## src/rtl/cross_bar_bank_receiver.sv

```systemverilog
// rtl/cross_bar_bank_receiver.sv - bank-side cross-bar request receiver: FIFO, fixed-latency service, one-hot completion
module cross_bar_bank_receiver #(
    parameter int CH_NUM     = 3,
    parameter int CH_ID_W    = 2,
    parameter int ENTRY_ID_W = 4,
    parameter int DEPTH      = 4,
    parameter int LATENCY    = 2
) (
    input  logic                      clk,
    input  logic                      rst_n,
    input  logic                      req_vld,
    output logic                      req_rdy,
    input  logic [CH_ID_W-1:0]        req_ch_id,
    input  logic [ENTRY_ID_W-1:0]     req_entryID,
    output logic [CH_NUM-1:0]         resp_vld,
    output logic [ENTRY_ID_W-1:0]     resp_entryID,
    input  logic [CH_NUM-1:0]         resp_rdy,
    output logic                      err_illegal_ch,
    output logic [$clog2(DEPTH):0]    fifo_cnt,
    output logic                      busy
);

    localparam int PTR_W = $clog2(DEPTH);
    localparam int CNT_W = PTR_W + 1;
    localparam int SVC_W = $clog2(LATENCY + 1);

    localparam logic [CNT_W-1:0]   DEPTH_L   = CNT_W'(DEPTH);
    localparam logic [CH_ID_W:0]   CH_LIMIT  = (CH_ID_W + 1)'(CH_NUM);
    localparam logic [SVC_W-1:0]   SVC_LOAD  = SVC_W'(LATENCY - 1);

    localparam logic [1:0] ST_IDLE    = 2'd0;
    localparam logic [1:0] ST_SERVICE = 2'd1;
    localparam logic [1:0] ST_RESP    = 2'd2;

    logic [CH_ID_W-1:0]    mem_ch [DEPTH];
    logic [ENTRY_ID_W-1:0] mem_id [DEPTH];

    logic [1:0]       state;
    logic [SVC_W-1:0] svc_cnt;
    logic [PTR_W-1:0] wr_ptr;
    logic [PTR_W-1:0] rd_ptr;
    logic [CNT_W-1:0] cnt;

    logic              ch_legal;
    logic              push;
    logic              enq;
    logic              pop;
    logic [CH_NUM-1:0] head_onehot;

    assign fifo_cnt = cnt;
    // Registered count only, so a pop at full never opens the door in the same cycle.
    assign req_rdy  = (cnt < DEPTH_L);
    assign ch_legal = ({1'b0, req_ch_id} < CH_LIMIT);
    assign push     = req_vld && req_rdy;
    assign enq      = push && ch_legal;
    // resp_vld is one-hot on the head channel, so masking ignores other channels' ready.
    assign pop      = (state == ST_RESP) && (|(resp_vld & resp_rdy));
    assign busy     = (state != ST_IDLE) || (cnt != '0);

    always_comb begin
        head_onehot = '0;
        for (int i = 0; i < CH_NUM; i++) begin
            head_onehot[i] = (CH_ID_W'(i) == mem_ch[rd_ptr]);
        end
    end

    always_ff @(posedge clk) begin
        if (enq) begin
            mem_ch[wr_ptr] <= req_ch_id;
            mem_id[wr_ptr] <= req_entryID;
        end
    end

    always_ff @(posedge clk or negedge rst_n) begin
        if (!rst_n) begin
            wr_ptr <= '0;
            rd_ptr <= '0;
            cnt    <= '0;
        end else begin
            if (enq) begin
                wr_ptr <= wr_ptr + PTR_W'(1);
            end
            if (pop) begin
                rd_ptr <= rd_ptr + PTR_W'(1);
            end
            case ({enq, pop})
                2'b10:   cnt <= cnt + CNT_W'(1);
                2'b01:   cnt <= cnt - CNT_W'(1);
                default: cnt <= cnt;
            endcase
        end
    end

    always_ff @(posedge clk or negedge rst_n) begin
        if (!rst_n) begin
            err_illegal_ch <= 1'b0;
        end else begin
            err_illegal_ch <= push && !ch_legal;
        end
    end

    always_ff @(posedge clk or negedge rst_n) begin
        if (!rst_n) begin
            state        <= ST_IDLE;
            svc_cnt      <= '0;
            resp_vld     <= '0;
            resp_entryID <= '0;
        end else begin
            case (state)
                ST_IDLE: begin
                    if (cnt != '0) begin
                        state   <= ST_SERVICE;
                        svc_cnt <= SVC_LOAD;
                    end
                end
                ST_SERVICE: begin
                    if (svc_cnt == '0) begin
                        state        <= ST_RESP;
                        resp_vld     <= head_onehot;
                        resp_entryID <= mem_id[rd_ptr];
                    end else begin
                        svc_cnt <= svc_cnt - SVC_W'(1);
                    end
                end
                ST_RESP: begin
                    if (pop) begin
                        resp_vld <= '0;
                        // Another entry behind the head, or one arriving now, goes straight to service.
                        if ((cnt > CNT_W'(1)) || enq) begin
                            state   <= ST_SERVICE;
                            svc_cnt <= SVC_LOAD;
                        end else begin
                            state <= ST_IDLE;
                        end
                    end
                end
                default: begin
                    state <= ST_IDLE;
                end
            endcase
        end
    end

endmodule

```

## config.mk

```make
export PLATFORM = sky130hd
export DESIGN_NAME = cross_bar_bank_receiver
export DESIGN_NICKNAME = d
export VERILOG_FILES = /design/src/rtl/cross_bar_bank_receiver.sv
export SDC_FILE = /design/constraint.sdc
export NUM_CORES = 1
export LEC_CHECK = 0
export ABC_CLOCK_PERIOD_IN_PS = 5310
export BUFFER_PORTS_ARGS = -buffer_cell sky130_fd_sc_hd__buf_2
export CAP_MARGIN = 5
export CORE_ASPECT_RATIO = 0.75
export CORE_MARGIN = 1.5
export CORE_UTILIZATION = 55
export DETAILED_ROUTE_END_ITERATION = 10
export GPL_TIMING_DRIVEN = 0
export PLACE_DENSITY_LB_ADDON = 0.12
export REMOVE_ABC_BUFFERS = 1
export SLEW_MARGIN = 15
export SYNTH_ARGS = -nofsm -noshare
export SYNTH_HDL_FRONTEND = slang
export SYNTH_SLANG_ARGS = --single-unit
export TNS_END_PERCENT = 30
```

## constraint.sdc

```tcl
create_clock -name clk -period 5.31 [get_ports clk]
set_input_delay 0 -clock clk [delete_from_list [all_inputs] [get_ports clk]]
set_output_delay 0 -clock clk [all_outputs]
set_load 0.01 [all_outputs]
```

==> results.py, run 1 <==
metrics = {
    "cells_and_area": {
        "final_core_util_pct": 68.0,
        "antenna_cells": 0,
        "fin_nets": 179,
        "fill_cells": 239,
        "drive_gt1_share_pct": 30.4,
        "fin_area_sq_mm": 0.00222,
        "areaGrowthSynthToFinish_pct": 18.7,
    },
    "min_path": {
        "hp-class": "in2reg",
        "hold_start": "resp_rdy[2]",
        "hold_depth": 4,
        "holdPathEnd": "state[1]$_DFFE_PN0P_",
    },
    "synth": {
        "ys_top_cells_by_area": "edfxtp_1 (39%), dfrtp_1 (25%), mux4_2 (7.2%)",
        "synthFlopType": "edfxtp_1",
        "yosysMostFrequentCell": "edfxtp_1",
        "synth_top_area_cell": "edfxtp_1",
        "syn_area_sq_mm": 0.00187,
        "ys_seq_area_share_pct": 63.9,
        "synth-async-reset-ratio_pct": 44.2,
        "synth_cells": 121,
        "synth_common_cells": "edfxtp_1 (24), dfrtp_1 (19), inv_1 (11)",
        "synth_seq_cells": 43,
        "syn_avg_cell_area_sq_um": 15.5,
        "synth_edf_count": 24,
        "ys_warn_count": 0,
        "ys_types": 30,
        "netlist.area_leader.share_pct": 38.5,
    },
    "timing": {
        "worst_slew_pin_slew_ns": 0.502,
        "tns_ns": 0,
        "setup_viol": 0,
        "layout_min_cycle_time_ns": 1.84,
        "grt_setup_unrepaired": "false",
        "maxSlewViolCount": 0,
        "relSlewSlack_pct": 66.4,
        "hold_violations": 0,
        "fmax_ghz": 0.543,
        "fin_skew_ns": 0.00698,
        "period_share_pct": 34.7,
    },
    "job": {
        "cap_violations": 0,
    },
    "pwr": {
        "total_leakage_power_uw": 0.000920,
        "peakVddDrop_mv": 0.261,
        "p_per_area_mw_per_mm2": 523,
    },
    "cts": {
        "cts_tree": "done",
        "cts_made_buffers": 5,
        "numClockSinks": 43,
        "clk_path_buf_depth": 2,
        "htree_levels": 2,
        "clk_latency_ns": 0.29,
        "clk_pin_slew_ns": 0.08,
        "cts_resized": 0,
        "cts_root_buf": "clkbuf_8",
    },
    "setup_path": {
        "cp-end-kind": "flop",
        "reg2reg_slack_ns": 3.47,
        "cp.required_ns": 5.53,
        "rr_worst_depth": 6,
        "rr_endpoint": "fifo_cnt[2]$_DFFE_PN0P_",
        "path_class": "reg2reg",
        "reg2reg_from": "fifo_cnt[2]$_DFFE_PN0P_",
        "worstPathMaxFanout": 9,
        "worstSetupStartpointType": "flop",
        "arrival_ns": 2.06,
    },
    "floorplan": {
        "die_area_sq_mm": 0.00376,
        "io_pins": 25,
        "die-width_microns": 70.3,
        "fp.coreArea_sq_mm": 0.00327,
        "num_rows": 18,
        "die_y_microns": 53.5,
        "start_util_pct": 57.3,
    },
    "route": {
        "drtPass1Iterations": 4,
        "wl_microns": 3110,
        "via_count": 1059,
        "drc": 0,
        "drtIter0Drc": 32,
        "via_per_inst": 5.35,
        "wire_per_inst_microns": 15.7,
        "drtAntennaViolNets": 0,
    },
    "global_route": {
        "grt.overflow.total": 0,
        "grt_pass1_wl_microns": 5150,
        "grt_use_total_pct": 18.9,
        "antenna_found_initial": 0,
        "grt_max_degree": 20,
        "grt_pass1_vias": 1099,
    },
    "placement": {
        "hpwl_microns": 2170,
        "place_area_sq_mm": 0.00203,
        "gp_congestion": 0.755,
        "port_buffers": 24,
    },
    "run_status": {
        "outcome": "finished clean",
    },
}
## power breakdown
group          switching, uW  total, uW  internal [uW]  leakage, uW
combinational            186        389            203     0.000414
sequential              77.7        520            442     0.000448
clock                    113        253            140    0.0000581
## kinds of logic after synthesis
kind of cell	share of synthesized area [%]
compound gates	4.88
xor+xnor	2.81
fa+ha+maj	6.69
buf+inv	2.88
flops	63.9
mux	11.0
simple gates	7.83
## through the flow
step           hold WS (ns)  setup WS [ns]  power [uW]  std cells
2_1_floorplan        -0.296           3.48         794        118
6_report              0.144           3.47        1160        198
3_3_place_gp        -0.0365           3.50         895        182
4_1_cts               0.146           3.47        1170        198
3_5_place_dp        -0.0343           3.49         918        182
5_1_grt               0.179           3.30        1240        198
## critical path, cell delays in order (launching register included)
cell      delay [ns]
dfrtp_1         0.43
nand2b_1        0.19
a21oi_2         0.38
inv_1           0.10
ha_1            0.37
nor2_1          0.16
xnor2_1         0.13
## registers in the layout, indices dropped and copies added, names as in the netlist
| register | count |
|---|---|
| mem_ch | 8 |
| err_illegal_ch | 1 |
| rd_ptr | 2 |
| wr_ptr | 2 |
| fifo_cnt | 3 |
| mem_id | 16 |
| resp_entryID | 4 |
| resp_vld | 3 |
| svc_cnt | 2 |
| state | 2 |
## timing repair
item / in CTS / in global routing
endpoints found under the hold margin: 44 / 0
hold buffers: 8 / 0
setup buffers: 0 / 0
## cell type report
class	count	area, sq um	share of cell area, %
clock buffers	5	68.8	3.10
clock inverters	3	43.8	1.97
inverters	11	41.3	1.86
multi-input cells	64	621	27.9
flip-flops and latches	43	1200	53.9
well taps	40	50.0	2.25
repair buffers	32	200	9.01
## routing by layer
layer  part of all wire, %  global-route usage, %  up-vias
met2                    48                   31.4       22
met5                     0                      0        -
li1                      -                      -      504
met4                  0.32                   5.77        0
met3                   4.3                   5.33        2
met1                    47                   24.7      531
## cell usage in the layout, fill, tap and decap left out
cell type,n
inv_1,11
a21oi_1,1
a21oi_2,1
bufinv_16,1
buf_2,24
nor3b_2,1
or4b_4,1
clkbuf_8,5
clkinv_2,1
clkinv_4,1
dfrtp_1,19
o32ai_1,3
nor3b_1,1
nand2_1,8
nor2_1,4
nand2b_1,1
o21ai_0,4
dlygate4sd3_1,8
o211ai_4,1
mux4_2,6
nand3b_1,2
nor3_1,1
and2_1,4
and2_4,1
xor2_1,1
xnor2_1,5
mux2_2,4
mux2_4,1
ha_1,10
mux2i_1,1
or2b_1,1
edfxtp_1,24
a222oi_1,1
## worst max path at each step
stage                                 start                 endpoint  depth (start not counted)
floorplan           fifo_cnt[0]$_DFFE_PN0P_   svc_cnt[1]$_DFFE_PN0P_                          6
global placement    fifo_cnt[0]$_DFFE_PN0P_   svc_cnt[1]$_DFFE_PN0P_                          6
detailed placement  fifo_cnt[0]$_DFFE_PN0P_   svc_cnt[1]$_DFFE_PN0P_                          6
CTS                 fifo_cnt[2]$_DFFE_PN0P_  fifo_cnt[2]$_DFFE_PN0P_                          6
global route        fifo_cnt[2]$_DFFE_PN0P_  fifo_cnt[2]$_DFFE_PN0P_                          6
finish              fifo_cnt[2]$_DFFE_PN0P_  fifo_cnt[2]$_DFFE_PN0P_                          6
No activity file was read; power rests on OpenSTA's default activity.
==> inputs of run 2 (changes only) <==
Settings changed: ABC_AREA set to 1, ABC_CLOCK_PERIOD_IN_PS 5310 to 1900.
Clock period 5.31 ns to 1.9 ns, I/O delays scaled along.
==> results.py, run 2 <==
metrics = {
    "synth": {
        "synth_seq_cells": 43,
        "ys_warn_count": 0,
        "syn_avg_cell_area_sq_um": 10.5,
        "syn_area_sq_mm": 0.00200,
        "yosysMostFrequentCell": "nand2_1",
        "netlist.area_leader.share_pct": 36.1,
        "synthFlopType": "edfxtp_1",
        "synth_edf_count": 24,
        "synth_top_area_cell": "edfxtp_1",
        "ys_seq_area_share_pct": 59.9,
        "synth-async-reset-ratio_pct": 44.2,
        "synth_common_cells": "nand2_1 (43), nor2_1 (26), edfxtp_1 (24)",
        "ys_top_cells_by_area": "edfxtp_1 (36%), dfrtp_1 (24%), nand2_1 (8.1%)",
        "synth_cells": 190,
        "ys_types": 28,
    },
    "floorplan": {
        "fp.coreArea_sq_mm": 0.00338,
        "die_area_sq_mm": 0.00400,
        "start_util_pct": 59.1,
        "die_y_microns": 55.2,
        "die-width_microns": 72.6,
        "io_pins": 25,
        "num_rows": 18,
    },
    "cells_and_area": {
        "mostFrequentLayoutCells": "nand2_1 (43), nor2_1 (26), buf_2 (24), edfxtp_1 (24), dfrtp_1 (19)",
        "top_regs": "mem_id (16), mem_ch (8), resp_entryID (4)",
        "antenna_cells": 0,
        "drive_gt1_share_pct": 22.5,
        "largest_reg_flops": 16,
        "multiInputGateArea_sq_um": 698,
        "final_common_cell": "nand2_1",
        "regArea_sq_mm": 0.00120,
        "fin_nets": 248,
        "top_register": "mem_id",
        "areaGrowthSynthToFinish_pct": 15.7,
        "fill_cells": 270,
    },
    "setup_path": {
        "worstSetupStartpointType": "flop",
        "arrival_ns": 1.79,
        "path_class": "reg2reg",
        "cp.required_ns": 2.08,
        "cp-end-kind": "flop",
        "worstPathMaxFanout": 4,
    },
    "global_route": {
        "grt_pass1_wl_microns": 5900,
        "grt.overflow.total": 0,
        "grt_use_total_pct": 20.4,
        "grt_max_degree": 20,
        "antenna_found_initial": 0,
        "grt_pass1_vias": 1344,
    },
    "timing": {
        "setup_viol": 0,
        "layout_min_cycle_time_ns": 1.61,
        "tns_ns": 0,
        "relSlewSlack_pct": 60.1,
        "maxSlewViolCount": 0,
        "period_share_pct": 84.6,
        "fin_skew_ns": 0.00657,
        "fin_ws_ns": 0.292,
        "worst_slew_pin_slew_ns": 0.596,
        "hold_violations": 0,
        "fmax_ghz": 0.622,
        "grt_setup_unrepaired": "false",
    },
    "min_path": {
        "hp-class": "in2reg",
    },
    "route": {
        "wire_per_inst_microns": 13.4,
        "drc": 0,
        "drtIter0Drc": 49,
        "drtPass1Iterations": 4,
        "drtAntennaViolNets": 0,
        "via_per_inst": 5.03,
        "wl_microns": 3580,
        "via_count": 1343,
    },
    "cts": {
        "numClockSinks": 43,
        "cts_made_buffers": 5,
        "clk_path_buf_depth": 2,
        "cts_tree": "done",
        "cts_root_buf": "clkbuf_8",
        "htree_levels": 2,
        "cts_resized": 0,
        "clk_latency_ns": 0.29,
        "clk_pin_slew_ns": 0.08,
    },
    "run_status": {
        "outcome": "finished clean",
    },
    "pwr": {
        "total_leakage_power_uw": 0.00106,
        "peakVddDrop_mv": 0.848,
        "p_per_area_mw_per_mm2": 1440,
    },
    "placement": {
        "hpwl_microns": 2580,
        "gp_congestion": 0.754,
        "port_buffers": 24,
        "dp_slack_ns": 0.297,
    },
    "job": {
        "cap_violations": 0,
    },
}
## run 2: report_power, final
part	internal [uW]	leakage, uW	switching [uW]
Combinational	502	0.000559	813
Sequential	1230	0.000451	224
Clock	259	0.0000452	303
## run 2: area by class of cell
cell class	count	area share (%)
clock inverter	2	0.596
sequential	43	51.8
clock buffer	6	3.14
timing repair buffer	32	8.67
tap	40	2.17
inverter	20	3.36
multi-input combinational	124	30.2
## run 2: cell families (layout without fill, tap and decap cells)
group / Yosys count / count (layout) / synth area share (%)
flip-flops: 43 / 43 / 59.9
AO/OA/AOI/OAI: 17 / 17 / 4.64
buffers and inverters: 23 / 60 / 5.08
adder cells (fa/ha/maj): 10 / 10 / 6.27
AND/OR/NAND/NOR: 92 / 92 / 21.5
XOR/XNOR: 5 / 5 / 2.57
## run 2: worst max-delay path, stage by stage, from the launching register on
cell     delay, ns
dfrtp_1       0.41
nand2_1       0.09
nand3_1       0.12
nand2_2       0.12
inv_2         0.06
ha_1          0.33
nor2_1        0.12
o21ai_1       0.08
xor2_1        0.12
inv_1         0.05
## run 2: stage by stage
| step | utilization (%) | hold WS [ns] | cell area (sq um) | cells | power [uW] |
|---|---|---|---|---|---|
| after floorplan | - | -0.296 | 1970 | 187 | 2390 |
| after CTS | 68.3 | 0.0551 | 2310 | 267 | 3360 |
| after detailed placement | 63.4 | -0.0269 | 2140 | 251 | 2780 |
| final | 68.3 | 0.0575 | 2310 | 267 | 3330 |
| after global routing | 68.3 | 0.0761 | 2310 | 267 | 3610 |
| after global placement | 63.4 | -0.0413 | 2140 | 251 | 2710 |
## run 2: repair_timing
item                       4_1_cts  5_1_grt
hold endpoints to repair        44        0
buffers inserted                 0        0
hold buffers                     8        0
setup endpoints to repair        0        0
## run 2: final timing paths
path                                         start                       to  slack, ns  depth (start not counted)
min in group asynchronous                    rst_n  resp_vld[0]$_DFFE_PN0P_       0.18                          2
max in group asynchronous                    rst_n   svc_cnt[0]$_DFFE_PN0P_       1.41                          2
min reg2reg                 svc_cnt[1]$_DFFE_PN0P_   svc_cnt[1]$_DFFE_PN0P_       0.48                          2
max reg2reg                resp_vld[0]$_DFFE_PN0P_  fifo_cnt[2]$_DFFE_PN0P_       0.29                          9
min                                    resp_rdy[1]     state[1]$_DFFE_PN0P_       0.06                          4
max                        resp_vld[0]$_DFFE_PN0P_  fifo_cnt[2]$_DFFE_PN0P_       0.29                          9
## run 2: metal layers
metal  up-vias  GRT usage (%)  wire length [microns]
met2        20           34.3                   1650
met3         8           4.35                     93
met5         -              0                      0
met4         0           10.1                     64
li1        693              -                      -
met1       622           25.7                   1780
==> inputs of run 3 (changes only) <==
Settings changed: ABC_AREA 1 to 0, ABC_CLOCK_PERIOD_IN_PS 1900 to 1370, CORE_UTILIZATION 55 to 50.
Clock period 1.9 ns to 1.37 ns, I/O delays scaled along.
==> results.py, run 3 (synthesized netlist as in run 1, its figures left out) <==
metrics = {
    "timing": {
        "whs_ns": 0.178,
        "fmax_ghz": 0.579,
        "relSlewSlack_pct": 70.9,
        "maxSlewViolCount": 0,
        "hold_violations": 0,
        "grt_setup_unrepaired": "true",
        "fin_skew_ns": 0.00434,
        "worst_slew_pin_slew_ns": 0.436,
        "period_share_pct": 126,
        "layout_min_cycle_time_ns": 1.73,
        "setup_viol": 27,
        "fin_ws_ns": -0.356,
    },
    "cts": {
        "clk_latency_ns": 0.29,
        "clk_pin_slew_ns": 0.08,
        "cts_tree": "done",
        "htree_levels": 2,
        "clk_path_buf_depth": 2,
        "numClockSinks": 43,
        "cts_root_buf": "clkbuf_8",
        "cts_made_buffers": 5,
    },
    "job": {
        "cap_violations": 0,
    },
    "setup_path": {
        "crit_family": "simple AND/OR/NAND/NOR gates",
        "worstSetupStartpointType": "flop",
        "cp-end-kind": "flop",
        "slowest_stage": "or4b_4",
        "rr_endpoint": "svc_cnt[1]$_DFFE_PN0P_",
        "path_class": "reg2reg",
        "crit_chain": "inv_2, ha_4, or4b_4, and2_4, o211ai_4, mux2_4",
        "cpPeakStageDelay_ns": 0.45,
        "rr_worst_depth": 6,
        "arrival_ns": 1.91,
        "worstPathMaxFanout": 3,
        "cp.depth": 6,
        "path_buf_inv": 1,
        "reg2reg_slack_ns": -0.36,
        "reg2reg_from": "fifo_cnt[1]$_DFFE_PN0P_",
        "cp.required_ns": 1.55,
    },
    "placement": {
        "port_buffers": 24,
        "gp_congestion": 0.727,
        "hpwl_microns": 2080,
        "place_area_sq_mm": 0.00204,
    },
    "cells_and_area": {
        "drive_gt1_share_pct": 47.8,
        "areaGrowthSynthToFinish_pct": 32.0,
        "top_register": "mem_id",
        "final_core_util_pct": 68.4,
        "mostFrequentLayoutCells": "buf_2 (24), edfxtp_1 (24), dfrtp_1 (17), buf_4 (17), dlygate4sd3_1 (9)",
        "fin_nets": 199,
        "top_regs": "mem_id (16), mem_ch (8), resp_entryID (4)",
        "antenna_cells": 0,
        "largest_reg_flops": 16,
        "fin_area_sq_mm": 0.00247,
    },
    "floorplan": {
        "die_area_sq_mm": 0.00412,
        "io_pins": 25,
        "die_y_microns": 56.0,
        "die-width_microns": 73.6,
        "start_util_pct": 51.8,
        "fp.coreArea_sq_mm": 0.00361,
        "num_rows": 19,
    },
    "pwr": {
        "p_total_uw": 4940,
        "pwr-share-seq_pct": 40.5,
        "power.switching_uw": 1630,
        "peakVddDrop_mv": 1.14,
        "netSwitchingFraction_pct": 32.9,
        "p_clk_share_pct": 15.3,
        "p_per_area_mw_per_mm2": 2000,
        "combPwrFrac_pct": 44.2,
        "total_leakage_power_uw": 0.00104,
        "p_int_uw": 3320,
    },
    "global_route": {
        "grt_max_degree": 20,
        "grt_use_total_pct": 17.6,
        "grt_pass1_wl_microns": 5160,
        "grt_pass1_vias": 1148,
        "grt.overflow.total": 0,
        "antenna_found_initial": 0,
    },
    "route": {
        "drtAntennaViolNets": 0,
        "wl_microns": 3230,
        "drtPass1Iterations": 4,
        "drc": 0,
        "wire_per_inst_microns": 14.1,
        "via_count": 1156,
        "via_per_inst": 5.03,
        "drtIter0Drc": 63,
    },
    "run_status": {
        "violations": "setup timing",
        "outcome": "complete, but fails checks",
    },
    "min_path": {
        "hp-class": "in2async",
    },
}
-- run 3: cell count changes in the layout (fill, tap and decap cells not counted), sizes merged, moves of 6 or more --
| cell | before | now |
|---|---|---|
| nor2 | 30 | 4 |
| buf | 24 | 43 |
| nand2 | 46 | 8 |
| inv | 20 | 11 |
| mux4 | 0 | 6 |
| o21ai | 11 | 4 |
| nand3 | 12 | 0 |
-- run 3: worst max-delay path by stage --
stage,to,from,slack (ns)
after floorplan,svc_cnt[1]$_DFFE_PN0P_,fifo_cnt[0]$_DFFE_PN0P_,-0.46
after global placement,svc_cnt[1]$_DFFE_PN0P_,fifo_cnt[0]$_DFFE_PN0P_,-0.44
after detailed placement,svc_cnt[1]$_DFFE_PN0P_,fifo_cnt[0]$_DFFE_PN0P_,-0.47
after CTS,svc_cnt[1]$_DFFE_PN0P_,fifo_cnt[0]$_DFFE_PN0P_,-0.35
after global routing,svc_cnt[1]$_DFFE_PN0P_,fifo_cnt[1]$_DFFE_PN0P_,-0.40
final,svc_cnt[1]$_DFFE_PN0P_,fifo_cnt[1]$_DFFE_PN0P_,-0.36
-- run 3: per-layer routing --
layer | share of wire, % | wire (microns) | GRT usage, %
met5 | 0 | 0 | 0
met1 | 46 | 1490 | 22.6
met2 | 48 | 1540 | 27.3
met3 | 4.2 | 135 | 4.89
met4 | 1.9 | 63 | 8.73
-- run 3: power groups by stage --
stage	logic, uW	clock network [uW]	registers (uW)
after floorplan	1020	0	2060
after global placement	1430	0	2030
after detailed placement	1490	0	2050
after CTS	1840	777	2010
after global routing	2420	836	2050
final	2190	757	2000
-- run 3: area by class of cell --
| type | count | area (sq um) |
|---|---|---|
| sequential | 43 | 1200 |
| fill | 264 | 1140 |
| multi-input combinational | 64 | 723 |
| timing repair buffer | 52 | 360 |
| clock buffer | 6 | 72.6 |
| tap | 52 | 65.1 |
| inverter | 11 | 41.3 |
| clock inverter | 2 | 8.76 |
-- run 3: through the flow --
stage,std cells,TNS [ns],setup slack [ns]
after global routing,230,-3.87,-0.399
after global placement,194,-10.13,-0.443
after floorplan,118,-5.21,-0.457
after detailed placement,194,-11.02,-0.467
after CTS,221,-2.17,-0.355
final,230,-2.09,-0.356
-- run 3: repair_timing --
action                                  CTS  global route
gates resized for setup                  19            11
hold endpoints to repair                 44             0
hold buffers                              9             0
setup buffers                            10             9
pin swaps                                 5             4
endpoints found under the setup margin   40            41
